### src/rtl/matrix_loader.sv
// rtl/matrix_loader.sv - byte-stream loader assembling two zero-padded 5x5 int8 matrices
module matrix_loader (
    input  logic         clk,
    input  logic         reset,
    input  logic         load_start,
    input  logic [2:0]   mat_size,
    input  logic         in_valid,
    input  logic [7:0]   in_data,
    output logic         in_ready,
    output logic [199:0] matrix_a,
    output logic [199:0] matrix_b,
    output logic         matrix_valid,
    input  logic         matrix_ack,
    output logic         size_error
);

    typedef enum logic [1:0] {IDLE, LOAD_A, LOAD_B, READY} state_t;

    state_t      state, state_next;
    logic [2:0]  n_reg;
    logic [2:0]  row;
    logic [2:0]  col;
    logic        size_ok;
    logic        xfer;
    logic        last_elem;
    logic [7:0]  bit_idx;

    assign size_ok   = (mat_size >= 3'd2) && (mat_size <= 3'd5);
    // in_ready is a registered copy of "state is LOAD_A/LOAD_B", so it gates transfers directly
    assign xfer      = in_valid && in_ready;
    assign last_elem = (row == n_reg - 3'd1) && (col == n_reg - 3'd1);
    assign bit_idx   = 8'(row) * 8'd40 + 8'(col) * 8'd8;

    always_comb begin
        state_next = state;
        if (load_start) begin
            state_next = size_ok ? LOAD_A : IDLE;
        end else begin
            case (state)
                LOAD_A:  if (xfer && last_elem) state_next = LOAD_B;
                LOAD_B:  if (xfer && last_elem) state_next = READY;
                READY:   if (matrix_ack) state_next = IDLE;
                default: state_next = state;
            endcase
        end
    end

    always_ff @(posedge clk) begin
        if (reset) begin
            state        <= IDLE;
            matrix_a     <= '0;
            matrix_b     <= '0;
            in_ready     <= 1'b0;
            matrix_valid <= 1'b0;
            size_error   <= 1'b0;
            row          <= '0;
            col          <= '0;
            n_reg        <= '0;
        end else begin
            state        <= state_next;
            in_ready     <= (state_next == LOAD_A) || (state_next == LOAD_B);
            matrix_valid <= (state_next == READY);
            if (load_start) begin
                if (size_ok) begin
                    matrix_a   <= '0;
                    matrix_b   <= '0;
                    n_reg      <= mat_size;
                    row        <= '0;
                    col        <= '0;
                    size_error <= 1'b0;
                end else begin
                    size_error <= 1'b1;
                end
            end else if (xfer) begin
                if (state == LOAD_A)
                    matrix_a[bit_idx +: 8] <= in_data;
                else
                    matrix_b[bit_idx +: 8] <= in_data;
                if (last_elem) begin
                    row <= '0;
                    col <= '0;
                end else if (col < n_reg - 3'd1) begin
                    col <= col + 3'd1;
                end else begin
                    col <= '0;
                    row <= row + 3'd1;
                end
            end
        end
    end

endmodule
### config.mk
export PLATFORM = sky130hd
export DESIGN_NAME = matrix_loader
export DESIGN_NICKNAME = d
export VERILOG_FILES = /design/src/rtl/matrix_loader.sv
export SDC_FILE = /design/constraint.sdc
export NUM_CORES = 1
export LEC_CHECK = 0
export ABC_AREA = 1
export CAP_MARGIN = 10
export CORE_MARGIN = 8
export CORE_UTILIZATION = 53
export CTS_CLUSTER_DIAMETER = 50
export DETAILED_ROUTE_END_ITERATION = 7
export PLACE_DENSITY = 0.86
export SETUP_SLACK_MARGIN = 0.02
export SYNTH_ARGS = -nofsm -noshare
export SYNTH_HDL_FRONTEND = slang
export SYNTH_SLANG_ARGS = --single-unit
export TNS_END_PERCENT = 100
### constraint.sdc
create_clock -name clk -period 4.3 [get_ports clk]
set_clock_uncertainty 0.15 [all_clocks]
set_input_delay 0.645 -clock clk [delete_from_list [all_inputs] [get_ports clk]]
set_output_delay 0.645 -clock clk [all_outputs]
set_load 0.005 [all_outputs]
# Word-level counts from Yosys, hierarchy flattened
# Index checks and enable logic that the tools add are counted.
[totals]
out_inout_bits = 403
regBits = 414
wordCells = 68
[op_classes]
addsub = 5
magnitude_cmp = 3
n_eq_ne = 11
n_reduce_logical = 12
multipliers = 1
shift = 2
mux = 25
[op_table]
columns = ["cell", "n"]
rows = [
  ["$mux W200", 7],
  ["$bwmux W200", 2],
  ["$shift A8 B10 Y200 const A", 1],
  ["$shiftx A8 B10 Y200", 1],
  ["$mux W3", 9],
  ["$neg A8 Y10", 1],
  ["$reduce_and A3 Y1", 3],
  ["$add A8 B6 Y8", 1],
  ["$eq A2 B2 Y1 const B", 4],
  ["$mux W2", 4],
  ["$add A3 B1 Y3 const B", 2],
  ["$eq A3 B3 Y1", 2],
  ["$pmux W2 S3", 1],
  ["$mul A3 B3 Y5 const B", 1],
  ["$eq A2 B1 Y1 const B", 2],
  ["$logic_and A1 B1 Y1", 4],
  ["$reduce_and A2 Y1", 2],
  ["$reduce_bool A2 Y1", 2],
  ["$ge A3 B2 Y1 const B", 1],
  ["$le A3 B3 Y1 const B", 1],
  ["$lt A3 B3 Y1", 1],
  ["$ne A3 B3 Y1 const B", 1],
  ["$sub A3 B1 Y3 const B", 1],
  ["$mux W1", 2],
  ["other kinds (3)", 3],
]

# Longest topological paths before layout
[depth]
depth_word = 9
ltp_mapped = 17

# Worst setup path after synthesis
# OpenSTA, ideal clock, no wires.
[synth_timing]
kind = "register to register"
startpoint = "reg row[0]"
endpoint = "reg matrix_a[144]"
arrival_ns = 2.615
setup_ns = 0.132
period_less_slack_ns = 2.897
path_stages_with_launch = 15
setup_slack_ns = 1.403
path_cell_list = "dfxtp_1 > ha_1 > fa_1 > inv_1 > ha_1 > buf_2 > clkinv_1 > nor2_1 > nand3_1 > nor2_1 > nand2_1 > nand2_1 > nand2_1 > nand2_1 > a21oi_1"
[synth_via]
elab_chain_cells = 8
elab_cells_between_ends = 9
classes_between = "2 x add/sub; 1 x mul; 2 x shift; 4 x mux"
[synth_rtl]
columns = ["element", "line", "rtl"]
rows = [
  ["from (decl)", "21", "logic [2:0] row;"],
  ["from (signal assigned)", "86", "row <= row + 3'd1;"],
  ["$mul A3 B3 Y5 (*)", "32", "assign bit_idx = 8'(row) * 8'd40 + 8'(col) * 8'd8;"],
  ["$add A8 B6 Y8 (*)", "32", ""],
  ["$neg A8 Y10 (*)", "76", "matrix_a[bit_idx +: 8] <= in_data;"],
  ["$shiftx A8 B10 Y200 or $shift A8 B10 Y200 (tied branches)", "76", ""],
  ["$bwmux W200 (*)", "76", ""],
  ["$mux W200 (*)", "75", "if (state == LOAD_A)"],
  ["$mux W200 (*)", "74", "end else if (xfer) begin"],
  ["$mux W200 (*)", "63", "if (load_start) begin"],
  ["to (signal, indexed assignment)", "76", ""],
  ["to (decl)", "10", "output logic [199:0] matrix_a,"],
]
# Every way passes the cells marked *; elsewhere a longest branch is shown, timed or not. The select of a mux whose other input is x is not followed.
# A chain may end at the register's enable or synchronous reset.

# Worst setup path after layout
[layout_timing]
startpoint = "reg row[0]"
endpoint = "reg matrix_a[147]"
# The elaborated chain is that of the path after synthesis.

==> qor.txt <==
Fin crit period - 3630 ps
I/O pins - 419
Final Hold Viols - 0
Detailed Place HPWL - 44,800 um
CP startpoint kind - register
Top post-synthesis cells by area - dfxtp_1, nand2_1, a21oi_1
Input/output buffers - 418
Yosys top cell area share - 50.4%
#FFs+latches synth - 414
Critical path type - register to register
Final Total Pwr - 8.35 mW
Synth top cells by count - nand2_1, dfxtp_1, a21oi_1
Post-Synth Adder-Cell Area - 1.11%
Share of post-route cells with drive strength above 1 - 6.62%
Initial Utilization - 53.8%
Main combinational cell family by area after synthesis - simple AND/OR/NAND/NOR gates
Ys Warns - 0
RSZ-0062 raised after global routing - false
Sequential area share after synthesis - 50.4%
Worst-Skew Late Latency - 540 ps
CTS Buffer Depth - 3
Post-Syn Area - 0.0164 sq mm
Drt pass-1 iters - 5
Initial antenna violation count - 3
H-tree depth - 2
Worst EP arrival - 3880 ps
Crit path capture type - register
Cell count after synthesis - 2,252
Routability cong. - 0.936
Postcts setup bufs - 0
Post-cts sizing count - 0
Final setup viols - 0
Worst Path Required - 4550 ps
Number of synthesized flops with an enable pin - 0
Final worst-path cycle share - 84.4%
Highest clock rate - 275 MHz
Chip width - 192 um
Synth Area in Compound Gates - 13.2%
TritonCTS buffer count - 43
Synth area leader - dfxtp_1
Synth Area in Simple Gates - 30.0%
Global-route wire length before repair - 93,900 um
Tightest Hold Check Type - register to register
Slew @ Worst Pin - 872 ps
Die area - 0.0369 sq mm
NumNets Final - 2,655
Cts hold-fix bufs - 0
Clk slew on worst S/H paths - 70 ps
Core box area - 0.0306 sq mm
Status - finished, final reports clean
Power Density - 374 mW/mm^2
Max Cap Viol - 0
Via density - 5.75
P_leak - 7.42 nW
Slew Limit Fails - 0
Via count - 17,600
Worst-path maximum fanout - 10
Clock sinks - 414
Post-synthesis cell type count - 38
TNS Setup - 0 ps
Avg WL per Cell - 20.6 um
Std-Cell Rows - 64
Multi-input logic area - 0.00734 sq mm
Die height - 192 um
Total global-route track usage - 32.2%
DRC violations left - 0
Rel. slew slack - 41.7%
Ys async rst share - 0%
DR iter-0 viols - 1,728
Root buffer cell - clkbuf_16
Top FF cell, synth - dfxtp_1
Vias in the first global route - 16,600
Largest regs - matrix_a: 200 flops, matrix_b: 200 flops
Post-Syn Nets - 2,282
ANT nets after route - 0
TritonCTS clock tree - done
Top-count cell post-synth - nand2_1
Worst reg-to-reg setup slack - 670 ps
Synthesized area per cell - 7.30 sq um
Peak VDD IR - 0.000295 V
Area grow syn2layout - 35.8%
Mux cell area share after synthesis - 0%
Xor/xnor share of the synthesized area - 0.320%
Fill cells - 2,368
Largest net degree at the start of global routing - 134
FF/Latch Area - 0.00829 sq mm
GRT Residual Overflow - 0
DRT Wirelength - 63,000 um
-- layout make-up --
type / count / area share (%)
Clock buffer: 60 / 5.65
Tap cell: 396 / 2.22
Clock inverter: 17 / 0.627
Sequential cell: 414 / 37.1
Inverter: 75 / 1.31
Antenna cell: 3 / 0.0336
Multi-Input combinational cell: 1641 / 32.8
Timing Repair Buffer: 450 / 20.2
-- per-stage QoR --
| stage | hold slack, ps | cell area (sq um) | worst slack [ps] | instances | util (%) |
|---|---|---|---|---|---|
| 2_1_floorplan | 291 | 16400 | 1400 | 2252 | - |
| 3_3_place_gp | 297 | 20900 | 868 | 2976 | 68.4 |
| 3_5_place_dp | 301 | 20900 | 782 | 2976 | 68.4 |
| 4_1_cts | 311 | 22300 | 740 | 3053 | 73.0 |
| 5_1_grt | 324 | 22300 | 373 | 3056 | 73.0 |
| 6_report | 309 | 22300 | 670 | 3056 | 73.0 |
-- power breakdown --
part,total [mW],internal (mW),switching (mW)
sequential,3.86,3.85,0.0120
combinational,0.774,0.160,0.614
clock,3.71,2.17,1.54
-- placed cells by master, fill, tap and decap left out, types with 2 or more instances in the layout --
cell,count
nand2_1,802
clkdlybuf4s50_1,416
dfxtp_1,414
a21oi_1,407
nor2_1,158
nand3_1,156
inv_1,51
clkbuf_16,45
buf_4,25
nand2_2,24
nor3_1,23
inv_2,17
ha_1,13
clkinv_2,13
nand4_1,9
clkbuf_8,8
nand3_2,7
o21ai_2,7
clkbuf_1,7
buf_12,7
o21ai_0,5
nor2_4,5
nor2_2,5
clkinv_1,4
diode_2,3
xnor2_1,3
xor2_1,3
inv_4,2
o21ai_1,2
clkinvlp_4,2
bufinv_16,2
-- cell families (layout without fill, tap and decap cells) --
kind of cell | Yosys count | count (layout)
fa+ha+maj | 14 | 14
flops | 414 | 414
other cells | 0 | 3
buf+inv | 197 | 602
xor+xnor | 6 | 6
simple gates | 1195 | 1195
compound gates | 426 | 426
-- worst max-delay path, stage by stage (launching register included) --
cell      delay, ps
dfxtp_1         370
ha_1            250
fa_1            490
inv_1            60
ha_1            450
clkinv_1        340
nor2_1          280
nand3_1         130
nor2_1          170
nand2_1         210
nand2_1         150
nand2_1         220
nand2_1         150
a21oi_1          70
-- layer usage --
metal | up-vias | share of wire, % | track usage [%]
li1 | 8054 | - | -
met1 | 8271 | 37 | 38.6
met2 | 1038 | 46 | 51.2
met3 | 201 | 11 | 8.79
met4 | 0 | 5.8 | 19.2
met5 | - | 0 | 0
-- path summary, 6_finish.rpt --
| path | endpoint | cells past startpoint | startpoint |
|---|---|---|---|
| setup / recovery | matrix_a[147] | 13 | row[0] |
| hold / removal | matrix_b[120] | 2 | matrix_b[120] |
| setup reg to reg | matrix_a[147] | 13 | row[0] |
| hold reg to reg | matrix_b[120] | 2 | matrix_b[120] |
Power figures use the tool's default switching activity.
